**src/rtl/riscv_pkg.sv**
```systemverilog
// riscv_pkg
//   Shared RV32I encoding definitions used by the instruction encoder and by
//   the main decoder.
//   - instr_kind_e : the instruction classes the control path understands
//   - OP_*         : 7-bit major opcodes (instruction bits [6:0])
//   - F3_*         : fixed funct3 values for the formats that hard-wire them
//   - IMM_*        : legal immediate ranges of each format, in bytes
//   - in_range()   : signed range test of a 32-bit immediate
package riscv_pkg;

   typedef enum logic [2:0] {
      KIND_LW    = 3'd0,
      KIND_SW    = 3'd1,
      KIND_RTYPE = 3'd2,
      KIND_BEQ   = 3'd3,
      KIND_IALU  = 3'd4,
      KIND_JAL   = 3'd5
   } instr_kind_e;

   localparam logic [6:0] OP_LOAD   = 7'b0000011;
   localparam logic [6:0] OP_STORE  = 7'b0100011;
   localparam logic [6:0] OP_RTYPE  = 7'b0110011;
   localparam logic [6:0] OP_BRANCH = 7'b1100011;
   localparam logic [6:0] OP_IALU   = 7'b0010011;
   localparam logic [6:0] OP_JAL    = 7'b1101111;

   localparam logic [2:0] F3_WORD   = 3'b010;  // lw / sw access width
   localparam logic [2:0] F3_BEQ    = 3'b000;
   localparam logic [2:0] F3_SLL    = 3'b001;  // slli
   localparam logic [2:0] F3_SRX    = 3'b101;  // srli / srai

   // Immediate ranges (inclusive). B and J offsets must also be even.
   localparam int IMM_I_MIN = -2048;
   localparam int IMM_I_MAX = 2047;
   localparam int SHAMT_MIN = 0;
   localparam int SHAMT_MAX = 31;
   localparam int IMM_B_MIN = -4096;
   localparam int IMM_B_MAX = 4094;
   localparam int IMM_J_MIN = -1048576;
   localparam int IMM_J_MAX = 1048574;

   // Byte stride between consecutive instruction words.
   localparam int WORD_BYTES = 4;

   function automatic logic in_range(input logic [31:0] value,
                                     input int lo,
                                     input int hi);
      return ($signed(value) >= lo) && ($signed(value) <= hi);
   endfunction

endpackage

```
**src/rtl/instr_pack.sv**
```systemverilog
// instr_pack
//   Purely combinational: turns one decoded field bundle into the 32-bit
//   RV32I instruction word and flags bundles that cannot be encoded.
//   Ports:
//     kind      : instruction class (instr_kind_e encoding, 6/7 illegal)
//     funct3    : R-type / I-type ALU operation select
//     funct7b5  : sub/sra (R-type) and srai (I-type shift) select
//     rd,rs1,rs2: register indices; fields a format does not use are ignored
//     imm       : signed immediate / byte offset
//     word      : encoded instruction, forced to zero when illegal
//     illegal   : bundle is not encodable (bad kind or immediate)
import riscv_pkg::*;

module instr_pack (
   input  logic [2:0]  kind,
   input  logic [2:0]  funct3,
   input  logic        funct7b5,
   input  logic [4:0]  rd,
   input  logic [4:0]  rs1,
   input  logic [4:0]  rs2,
   input  logic [31:0] imm,
   output logic [31:0] word,
   output logic        illegal
);

   instr_kind_e k;
   logic        is_shift;

   assign k        = instr_kind_e'(kind);
   // slli/srli/srai carry a 5-bit shamt plus funct7 in the immediate slot.
   assign is_shift = (funct3 == F3_SLL) || (funct3 == F3_SRX);

   always_comb begin
      word    = '0;
      illegal = 1'b0;
      case (k)
         KIND_LW: begin
            word    = {imm[11:0], rs1, F3_WORD, rd, OP_LOAD};
            illegal = ~in_range(imm, IMM_I_MIN, IMM_I_MAX);
         end
         KIND_SW: begin
            word    = {imm[11:5], rs2, rs1, F3_WORD, imm[4:0], OP_STORE};
            illegal = ~in_range(imm, IMM_I_MIN, IMM_I_MAX);
         end
         KIND_RTYPE: begin
            word    = {1'b0, funct7b5, 5'b00000, rs2, rs1, funct3, rd, OP_RTYPE};
            illegal = 1'b0;
         end
         KIND_BEQ: begin
            word    = {imm[12], imm[10:5], rs2, rs1, F3_BEQ, imm[4:1], imm[11],
                       OP_BRANCH};
            illegal = ~in_range(imm, IMM_B_MIN, IMM_B_MAX) | imm[0];
         end
         KIND_IALU: begin
            if (is_shift) begin
               word    = {1'b0, funct7b5, 5'b00000, imm[4:0], rs1, funct3, rd,
                          OP_IALU};
               illegal = ~in_range(imm, SHAMT_MIN, SHAMT_MAX);
            end else begin
               word    = {imm[11:0], rs1, funct3, rd, OP_IALU};
               illegal = ~in_range(imm, IMM_I_MIN, IMM_I_MAX);
            end
         end
         KIND_JAL: begin
            word    = {imm[20], imm[10:1], imm[11], imm[19:12], rd, OP_JAL};
            illegal = ~in_range(imm, IMM_J_MIN, IMM_J_MAX) | imm[0];
         end
         default: begin
            word    = '0;
            illegal = 1'b1;
         end
      endcase
      if (illegal) begin
         word = '0;
      end
   end

endmodule

```
**src/rtl/instr_encoder.sv**
```systemverilog
// instr_encoder
//   Encodes decoded RV32I field bundles and streams the words into
//   instruction memory at consecutive word addresses starting at BASE.
//
//   Handshakes (both sides): a transfer happens at a rising clk edge where
//   valid and ready are both 1. A producer holds valid and its payload
//   stable until the transfer; ready never depends on the same side's
//   valid. in_ready additionally never depends on out_ready.
//
//   Ports:
//     clk, reset   : clock, synchronous active-high reset (dominates clear)
//     clear        : synchronous flush of FIFO, address and err
//     in_valid/in_ready + in_* fields : field bundle input
//     out_valid/out_ready, out_addr, out_data : imem write port
//     err          : sticky, a bundle was accepted but could not be encoded
//
//   Parameters:
//     AW   : width of out_addr
//     BASE : byte address of the first word (4-aligned)
import riscv_pkg::*;

module instr_encoder #(
   parameter int          AW   = 32,
   parameter logic [31:0] BASE = 32'h0000_0000
) (
   input  logic          clk,
   input  logic          reset,
   input  logic          clear,
   input  logic          in_valid,
   output logic          in_ready,
   input  logic [2:0]    in_kind,
   input  logic [2:0]    in_funct3,
   input  logic          in_funct7b5,
   input  logic [4:0]    in_rd,
   input  logic [4:0]    in_rs1,
   input  logic [4:0]    in_rs2,
   input  logic [31:0]   in_imm,
   output logic          out_valid,
   input  logic          out_ready,
   output logic [AW-1:0] out_addr,
   output logic [31:0]   out_data,
   output logic          err
);

   localparam logic [AW-1:0] BASE_ADDR = AW'(BASE);
   localparam logic [AW-1:0] STRIDE    = AW'(WORD_BYTES);

   logic [31:0]   pack_word;
   logic          pack_illegal;

   logic [31:0]   fifo_mem [2];
   logic          wr_ptr;
   logic          rd_ptr;
   logic [1:0]    count;
   logic [AW-1:0] addr_q;
   logic          err_q;

   logic          accept;
   logic          push;
   logic          pop;

   instr_pack u_pack (
      .kind     (in_kind),
      .funct3   (in_funct3),
      .funct7b5 (in_funct7b5),
      .rd       (in_rd),
      .rs1      (in_rs1),
      .rs2      (in_rs2),
      .imm      (in_imm),
      .word     (pack_word),
      .illegal  (pack_illegal)
   );

   assign in_ready  = (count < 2'd2) & ~clear;
   assign out_valid = (count != 2'd0);
   // Illegal bundles are still handshaken so the producer never stalls on
   // them; they simply never reach the FIFO.
   assign accept    = in_valid & in_ready;
   assign push      = accept & ~pack_illegal;
   // A pop coinciding with clear is discarded together with the FIFO.
   assign pop       = out_valid & out_ready & ~clear;

   // The address is attached at pop time, so dropped bundles leave no gap.
   assign out_addr  = addr_q;
   assign out_data  = out_valid ? fifo_mem[rd_ptr] : 32'h0;
   assign err       = err_q;

   // Storage needs no reset: entries are only visible while counted.
   always_ff @(posedge clk) begin
      if (push) begin
         fifo_mem[wr_ptr] <= pack_word;
      end
   end

   always_ff @(posedge clk) begin
      if (reset || clear) begin
         wr_ptr <= 1'b0;
         rd_ptr <= 1'b0;
         count  <= 2'd0;
         addr_q <= BASE_ADDR;
         err_q  <= 1'b0;
      end else begin
         if (push) begin
            wr_ptr <= ~wr_ptr;
         end
         if (pop) begin
            rd_ptr <= ~rd_ptr;
            addr_q <= addr_q + STRIDE;
         end
         case ({push, pop})
            2'b10:   count <= count + 2'd1;
            2'b01:   count <= count - 2'd1;
            default: count <= count;
         endcase
         if (accept && pack_illegal) begin
            err_q <= 1'b1;
         end
      end
   end

endmodule

```
**config.mk**
```make
export PLATFORM = sky130hd
export DESIGN_NAME = instr_encoder
export DESIGN_NICKNAME = d
export VERILOG_FILES = /design/src/rtl/riscv_pkg.sv /design/src/rtl/instr_pack.sv /design/src/rtl/instr_encoder.sv
export SDC_FILE = /design/constraint.sdc
export NUM_CORES = 1
export LEC_CHECK = 0
export CORE_MARGIN = 5
export CORE_UTILIZATION = 45
export DETAILED_ROUTE_END_ITERATION = 16
export PLACE_DENSITY = 0.77
export SYNTH_ARGS = -nofsm -noshare
export SYNTH_HDL_FRONTEND = slang
export SYNTH_HIERARCHICAL = 1
export SYNTH_SLANG_ARGS = --single-unit
```
**constraint.sdc**
```tcl
create_clock -name clk -period 3.9 [get_ports clk]
set_input_delay 0.585 -clock clk [delete_from_list [all_inputs] [get_ports clk]]
set_output_delay 0.585 -clock clk [all_outputs]
set_load 0.02 [all_outputs]
```
Word-level counts from Yosys, hierarchy flattened
Memories as Yosys holds them, arrays and structs flattened. A register that Yosys moved wholly into a read port is not among the register bits.
Index checks and enable logic that the tools add are counted.
{ "op_classes": {"n_addsub": 3, "order_cmp": 9, "eq_ne": 9, "mux": 11, "bitwise_logic": 15, "n_reduce_logical": 11} }
{ "ops": {"columns": ["operator", "n"], "rows": [
  ["$pmux 32 s6", 1],
  ["$mux 32", 3],
  ["$add 32x3->32 const B", 1],
  ["$ge 32x1->1 const B", 1],
  ["$ge 32x12->1 const B", 1],
  ["$ge 32x13->1 const B", 1],
  ["$ge 32x21->1 const B", 1],
  ["$le 32x12->1 const B", 1],
  ["$le 32x13->1 const B", 1],
  ["$le 32x21->1 const B", 1],
  ["$le 32x6->1 const B", 1],
  ["$eq 3x3->1 const B", 3],
  ["$not 1->1", 8],
  ["$eq 3x1->1 const B", 2],
  ["$eq 3x2->1 const B", 2],
  ["$and 1x1->1", 5],
  ["$logic_and 1x1->1", 5],
  ["$mux 1", 5],
  ["$pmux 1 s5", 1],
  ["$pmux 2 s2", 1],
  ["$reduce_bool 2->1", 2],
  ["$logic_not 3->1", 1],
  ["$add 2x1->2 const B", 1],
  ["$eq 2x1->1 const B", 1],
  ["6 further kinds", 8]
]} }
{ "word_totals": {"register_bits": 37, "mem_bits_rw": 64, "in_bits": 59, "output_inout_bits": 67, "elab_cells": 64, "memories": 1} }
{ "memory_table": {"columns": ["name", "depth", "word_bits", "rd", "rd_clocked_by_memory_dff", "wr", "line", "source"], "rows": [
  ["fifo_mem", 2, 32, 1, 1, 1, "instr_encoder.sv:51", "logic [31:0] fifo_mem [2];"]
]} }

Depth between registers and ports, before layout
Gate-level depths: netlist of the first run.
{ "logic_depth": {"word_depth": 9, "ltp_mapped": 14, "ltp_nobuf": 11} }

Hierarchy
Netlist of the first run, hierarchy kept.
{ "modules_own_cells": {"columns": ["module", "instances", "cells_per_inst", "area_each_um2", "seq_area_each_um2"], "rows": [
  ["instr_encoder", 1, 340, 4149.0, 2642.5],
  ["instr_pack", 1, 152, 964.7, 0.0]
]} }

Worst setup path after synthesis of the first run
Ideal clock, no wire load.
{ "synth_path": {"kind": "input -> register", "from": "input port in_kind[1]", "to": "memory fifo_mem[0][0], enable pin", "setup_time_ns": 0.421, "arrival_time_ns": 3.780, "required_ns": 3.479, "path_slack_ns": -0.301, "cell_stages": 10, "path_buffers": 2, "path_cell_list": "buf_4 -> nor4bb_1 -> nor4b_1 -> a41o_2 -> nor4_2 -> buf_6 -> a211o_1 -> nor4b_1 -> inv_1 -> nor2_1"} }
{ "synth_between": {"elab_chain_len": 7, "elab_cells_between_ends": 12, "cone_classes": "eq/ne (5); mux (3); bitwise (2); reduce/logical (2)"} }
{ "synth_rtl": {"columns": ["item", "line", "source"], "rows": [
  ["from (decl)", "instr_encoder.sv:31", "input logic [2:0] in_kind,"],
  ["$eq 3x1->1 or $logic_not 3->1 (tied branches)", "instr_pack.sv:36", "case (k)"],
  ["$reduce_or 2->1 (no line)", null, null],
  ["$pmux 1 s5 (*)", "instr_pack.sv:36", null],
  ["named net pack_illegal", "instr_encoder.sv:49", "logic pack_illegal;"],
  ["$not 1->1 (*)", "instr_encoder.sv:79", "assign push = accept & ~pack_illegal;"],
  ["$and 1x1->1 (*)", "instr_encoder.sv:79", null],
  ["$mux 1 (*)", "instr_encoder.sv:90", "if (push) begin"],
  ["$mux 1 (not written as such) (*)", "instr_encoder.sv:91", "fifo_mem[wr_ptr] <= pack_word;"],
  ["to (decl)", "instr_encoder.sv:51", null]
]} }
Mark *: on every way through the listed nets, which the timed path passes. The rest lies on a longest branch.

Worst setup path after layout of the first run
{ "layout_path": {"from": "input port in_kind[0]", "to": "register count[1]"} }
{ "layout_between": {"elab_chain_len": 7, "elab_cells_between_ends": 14, "cone_classes": "eq/ne (7); mux (2); bitwise (2); reduce/logical (3)"} }
{ "layout_rtl": {"columns": ["item", "line", "source"], "rows": [
  ["$eq 3x1->1 or $logic_not 3->1 (tied branches)", "instr_pack.sv:36", null],
  ["$reduce_or 2->1 (no line)", null, null],
  ["$pmux 1 s5 (*)", "instr_pack.sv:36", null],
  ["named net pack_illegal", "instr_encoder.sv:49", null],
  ["$not 1->1 (*)", "instr_encoder.sv:79", null],
  ["$and 1x1->1 (*)", "instr_encoder.sv:79", null],
  ["$eq 2x1->1 or $eq 2x2->1 (tied branches)", "instr_encoder.sv:110", "case ({push, pop})"],
  ["$pmux 2 s2 or $reduce_bool 2->1 (tied branches)", null, null],
  ["to (signal assigned)", "instr_encoder.sv:111", "2'b10: count <= count + 2'd1;"],
  ["to (signal assigned)", "instr_encoder.sv:112", "2'b01: count <= count - 2'd1;"],
  ["to (signal assigned)", "instr_encoder.sv:113", "default: count <= count;"],
  ["to (decl)", "instr_encoder.sv:54", "logic [1:0] count;"]
]} }
Marked as above.
A chain may end at the register's enable or synchronous reset.

==> impl_metrics.json, run 1 <==
{
  "yosys_register_bits": 100,
  "synth_enable_flop_cells": 64,
  "ys_seq_area_share_pct": 51.7,
  "grt_pass1_wl_um": 20900,
  "dp.cells": 736,
  "rows": 39,
  "post_cts.repair.setup_buffers": 0,
  "vias": 4450,
  "yosys.area.top_type_share_pct": 37.6,
  "seq_area_sq_um": 2640,
  "synthFlopType": "edfxtp_1",
  "status": "finished, final reports clean",
  "routed_wl_um": 13200,
  "wl_per_cell_um": 17.6,
  "drcViolationCount": 0,
  "portBuffers": 123,
  "multiInputGateArea_sq_um": 2260,
  "drt-pass1-iter-count": 6,
  "diodes": 0,
  "stdcell_count": 752,
  "clockBufferDepth": 2,
  "cp-start-kind": "input pin",
  "synthTopCellsByArea": "edfxtp_1 38%, dfxtp_1 14%, mux2i_1 8.0%",
  "end_kind": "flip-flop",
  "period_minus_slack_ps": 3620,
  "cts_resized": 0,
  "place_hpwl_um": 9770,
  "required_ps": 4170,
  "worstPathMaxFanout": 8,
  "place_congestion": 0.890,
  "antenna_left": 0,
  "crit_top_cell": "nor4b_1",
  "skew_ps": 7.08,
  "nets": 665,
  "p_per_area_nw_per_um2": 333,
  "final_layout_size_suffix_gt1_share_pct": 8.87,
  "antenna_found_initial": 0,
  "cts_hold_buf": 0,
  "rsz0062_at_grt": "false",
  "dieArea_sq_um": 13600,
  "min_path_type": "flip-flop to flip-flop",
  "cts_tree": "done",
  "track_usage_pct": 19.5,
  "die_height_um": 117,
  "first_global_vias": 4259,
  "syn_area_per_cell_sq_um": 10.4,
  "path_cells": "clkdlybuf4s50_1 -> nor4bb_1 -> nor4b_1 -> a41o_2 -> nor4_4 -> a211o_1 -> nor4b_1 -> inv_1 -> ha_1 -> or3_1 -> a21oi_1",
  "die_x_um": 117,
  "syn_area_sq_um": 5110,
  "cts.reportedPaths.clkPinSlew_ps": 70,
  "htreeDepth": 3,
  "mostFrequentLayoutCell": "clkdlybuf4s50_1",
  "yosys_warnings": 6,
  "worst-setup-path-type": "input pin to flip-flop",
  "leakage_uw": 0.00211,
  "cts_buffers": 9,
  "drtIter0Drc": 361,
  "via_per_inst": 5.92,
  "worstMarginPinSlew_ps": 1070,
  "timing.fmax_ghz": 0.276,
  "max_slew_margin_pct": 28.0,
  "insertion_delay_ps": 340,
  "clock_sinks": 100,
  "finalHoldViolCount": 0,
  "setup_viol": 0,
  "start_util_pct": 45.4,
  "grt_max_degree": 34,
  "yosys.area.top_type": "edfxtp_1",
  "ios": 126,
  "synth_cells": 492,
  "cpPeakStageDelay_ps": 610,
  "maxCapViolCount": 0,
  "crit_slowest_cell": "clkdlybuf4s50_1",
  "arrival_ps": 3890,
  "synth_cell_types": 55,
  "core_area_sq_um": 11300,
  "root_buffer": "clkbuf_16",
  "synth-async-reset-ratio_pct": 0,
  "nFillCells": 934,
  "drv_slew": 0,
  "syn2layout_area_growth_pct": 32.6,
  "final.period_utilization_pct": 92.9,
  "grt-ovfl-total": 0,
  "final_cell_mix": "123 x clkdlybuf4s50_1, 66 x nor2_1, 64 x edfxtp_1, 41 x mux2i_1, 37 x a21oi_1",
  "total_power_uw": 2260,
  "peakVddDrop_v": 0.000210
}
[worst max-delay path, delay by kind of cell]
kind                       cells  cell delay (ps)
buffers and inverters          2              750
AOI/OAI and AO/OA              3              670
and+or+nand+nor                5             1540
adders and majority gates      1              340
[layout make-up]
class / instances / area share [%]
Tap cell: 143 / 2.64
Sequential cell: 100 / 39.0
Clock inverter: 3 / 0.351
Clock buffer: 13 / 4.17
Inverter: 7 / 0.388
Multi-Input combinational cell: 349 / 33.4
Timing Repair Buffer: 137 / 20.1
[cell families after synthesis]
group,count (synthesis),synth area share [%]
multiplexers,43,8.47
adder cells (fa/ha/maj),2,0.489
AND/OR/NAND/NOR,200,21.2
flip-flops,100,51.7
other,1,0.0733
buffers and inverters,44,4.53
XOR/XNOR,12,2.06
AO/OA/AOI/OAI,90,11.5
[state kept, by name (all words and copies together) (netlist names), named ones only]
register	cells
rd_ptr	1
out_addr	30
wr_ptr	1
count	2
err	1
fifo_mem	64
[Yosys cell counts, types with 3 or more instances]
cell type and instances:
edfxtp_1 64, nand3_1 17, and3_1 5, a32oi_1 3, buf_4 7, or4_1 15, or3_1 6, dfxtp_1 36
mux2i_1 41, buf_6 4, o21ai_0 7, and2_1 5, nor3_2 10, clkbuf_1 13, nor2_1 68, nand4_1 14
nand2_1 17, a21oi_1 37, a22oi_1 10, xnor2_1 6, inv_1 6, nor4_1 10, o31ai_1 16, buf_1 5
nor3_1 21, buf_2 8, xor2_1 6
[worst paths after layout]
kind | start | to | slack [ps] | depth (start not counted)
hold / removal | out_addr[31] | out_addr[31] | 490 | 2
setup reg to reg | out_addr[5] | out_addr[31] | 1840 | 4
hold reg to reg | out_addr[31] | out_addr[31] | 490 | 2
setup / recovery | in_kind[0] | count[1] | 280 | 11
[power breakdown]
group / internal (uW) / leakage, uW / switching, uW
Combinational: 107 / 0.00106 / 122
Clock: 515 / 0.000151 / 375
Sequential: 1130 / 0.000899 / 3.19
Total: 1760 / 0.00211 / 500
[routing by layer]
layer | track usage [%] | part of all wire, % | vias up
met5 | 0 | 0 | -
met4 | 6.27 | 1.7 | 0
met3 | 3.99 | 7.1 | 18
met2 | 32.2 | 50 | 180
met1 | 25.8 | 42 | 2164
li1 | - | - | 2088
[through the flow]
stage                     hold WS [ps]  TNS (ps)  cell area, sq um  util [%]  setup slack, ps
after global placement             466         0              6470      57.4              248
after global routing               512         0              6780      60.2             35.4
after detailed placement           482     -72.8              6470      57.4            -72.8
after CTS                          492         0              6780      60.2              269
after floorplan                    472         0              5120         -              215
final                              490         0              6780      60.2              277
Note: power is estimated with default switching activity, not from simulation.
==> run 2: changes to the inputs <==
--- a/config.mk
+++ b/config.mk
@@ -6,9 +6,11 @@
 export NUM_CORES = 1
 export LEC_CHECK = 0
 export CORE_MARGIN = 5
-export CORE_UTILIZATION = 45
+export CORE_UTILIZATION = 55
+export CTS_BUF_LIST = sky130_fd_sc_hd__clkbuf_8 sky130_fd_sc_hd__clkbuf_16
 export DETAILED_ROUTE_END_ITERATION = 16
-export PLACE_DENSITY = 0.77
+export DONT_BUFFER_PORTS = 1
+export PLACE_DENSITY = 0.73
 export SYNTH_ARGS = -nofsm -noshare
 export SYNTH_HDL_FRONTEND = slang
 export SYNTH_HIERARCHICAL = 1
==> impl_metrics.json, run 2 (synthesis gave the netlist of run 1 again) <==
{
  "rsz0062_at_grt": "false",
  "power_frac_clock_pct": 32.4,
  "die_height_um": 106,
  "place_hpwl_um": 8480,
  "drt-pass1-iter-count": 5,
  "cp-start-kind": "input pin",
  "required_ps": 4180,
  "mostFrequentLayoutCell": "nor2_1",
  "nets": 533,
  "p_seq_share_pct": 60.7,
  "track_usage_pct": 20.8,
  "start_util_pct": 55.9,
  "totalNegativeSetupSlack_ps": 0,
  "via_per_inst": 6.50,
  "insertion_delay_ps": 350,
  "cts_tree": "done",
  "setup_viol": 0,
  "vias": 3814,
  "max_slew_margin_pct": 33.3,
  "portBuffers": 0,
  "drcViolationCount": 0,
  "peakVddDrop_v": 0.000176,
  "clockBufferDepth": 2,
  "cts.reportedPaths.clkPinSlew_ps": 100,
  "root_buffer": "clkbuf_8",
  "final_cell_mix": "66 x nor2_1, 64 x edfxtp_1, 41 x mux2i_1, 37 x a21oi_1, 35 x dfxtp_1",
  "clock_sinks": 100,
  "drtIter0Drc": 238,
  "min_path_type": "input pin to flip-flop",
  "period_minus_slack_ps": 3190,
  "antenna_left": 0,
  "rows": 35,
  "drv_slew": 0,
  "dieArea_sq_um": 11300,
  "antenna_found_initial": 0,
  "ios": 126,
  "leakage_uw": 0.00155,
  "htreeDepth": 3,
  "p_per_area_nw_per_um2": 355,
  "die_x_um": 106,
  "maxCapViolCount": 0,
  "final.period_utilization_pct": 81.7,
  "fin_util_pct": 57.8,
  "timing.fmax_ghz": 0.314,
  "arrival_ps": 3470,
  "grt-ovfl-total": 0,
  "grt_max_degree": 34,
  "routed_wl_um": 11800,
  "switchingPower_uw": 456,
  "p_int_uw": 1420,
  "largest_register_ffs": 64,
  "worstPathMaxFanout": 3,
  "worst-setup-path-type": "input pin to flip-flop",
  "pwr-share-comb_pct": 6.9,
  "finalHoldViolCount": 0,
  "post_cts.repair.setup_buffers": 0,
  "skew_ps": 10.5,
  "status": "finished, final reports clean",
  "cts_resized": 0,
  "switching_share_pct": 24.3,
  "first_global_vias": 3596,
  "worstMarginPinSlew_ps": 1000,
  "diodes": 0,
  "cts_buffers": 9,
  "end_kind": "flip-flop",
  "cts_hold_buf": 0,
  "top_register": "fifo_mem",
  "final_layout_size_suffix_gt1_share_pct": 9.66,
  "wl_per_cell_um": 20.0,
  "place_congestion": 0.919,
  "syn2layout_area_growth_pct": 3.40,
  "core_area_sq_um": 9150,
  "grt_pass1_wl_um": 18800
}
run 2: layout make-up:
type / count / area [sq um]
sequential: 100 / 2640
inverter: 7 / 26.3
fill: 798 / 3860
timing repair buffer: 5 / 37.5
clock buffer: 9 / 124
clock inverter: 6 / 53.8
multi-input combinational: 349 / 2260
tap: 111 / 139
run 2: worst paths after layout:
kind,cells past startpoint,to,startpoint,slack (ps)
max,10,count[1],in_imm[27],710
min,2,err,in_valid,400
max reg2reg,4,out_addr[29],out_addr[5],1630
min reg2reg,2,flip-flop,rd_ptr,520
run 2: metrics by stage:
stage	cells	total power [uW]	worst slack, ps	hold slack (ps)	area (sq um)
6_report	587	1870	713	402	5290
5_1_grt	587	1960	581	381	5290
4_1_cts	587	1890	750	384	5290
3_5_place_dp	572	1290	377	494	5110
3_3_place_gp	572	1290	582	488	5110
2_1_floorplan	493	1280	215	472	5120
run 2: power groups by stage:
stage / registers (uW) / clock network (uW) / logic (uW)
4_1_cts: 1140 / 624 / 129
3_3_place_gp: 1160 / 0 / 125
2_1_floorplan: 1160 / 0 / 118
6_report: 1140 / 607 / 130
5_1_grt: 1140 / 674 / 144
3_5_place_dp: 1160 / 0 / 129
run 2: critical path, cell delays in order:
cell and delay [ps]:
nor4_1 400, nand3_1 190, nor4b_2 400, nor4_4 90, a211o_1 290, nor4b_1 530
inv_1 150, ha_1 340, or3_1 350, a21oi_1 130
run 2: per-layer routing:
layer	global-route usage [%]	vias to the layer above	routed length [um]
met4	6.85	0	244
met5	0	-	0
met1	26.4	1800	4660
met3	8.01	16	1390
li1	-	1823	-
met2	32.9	175	5460
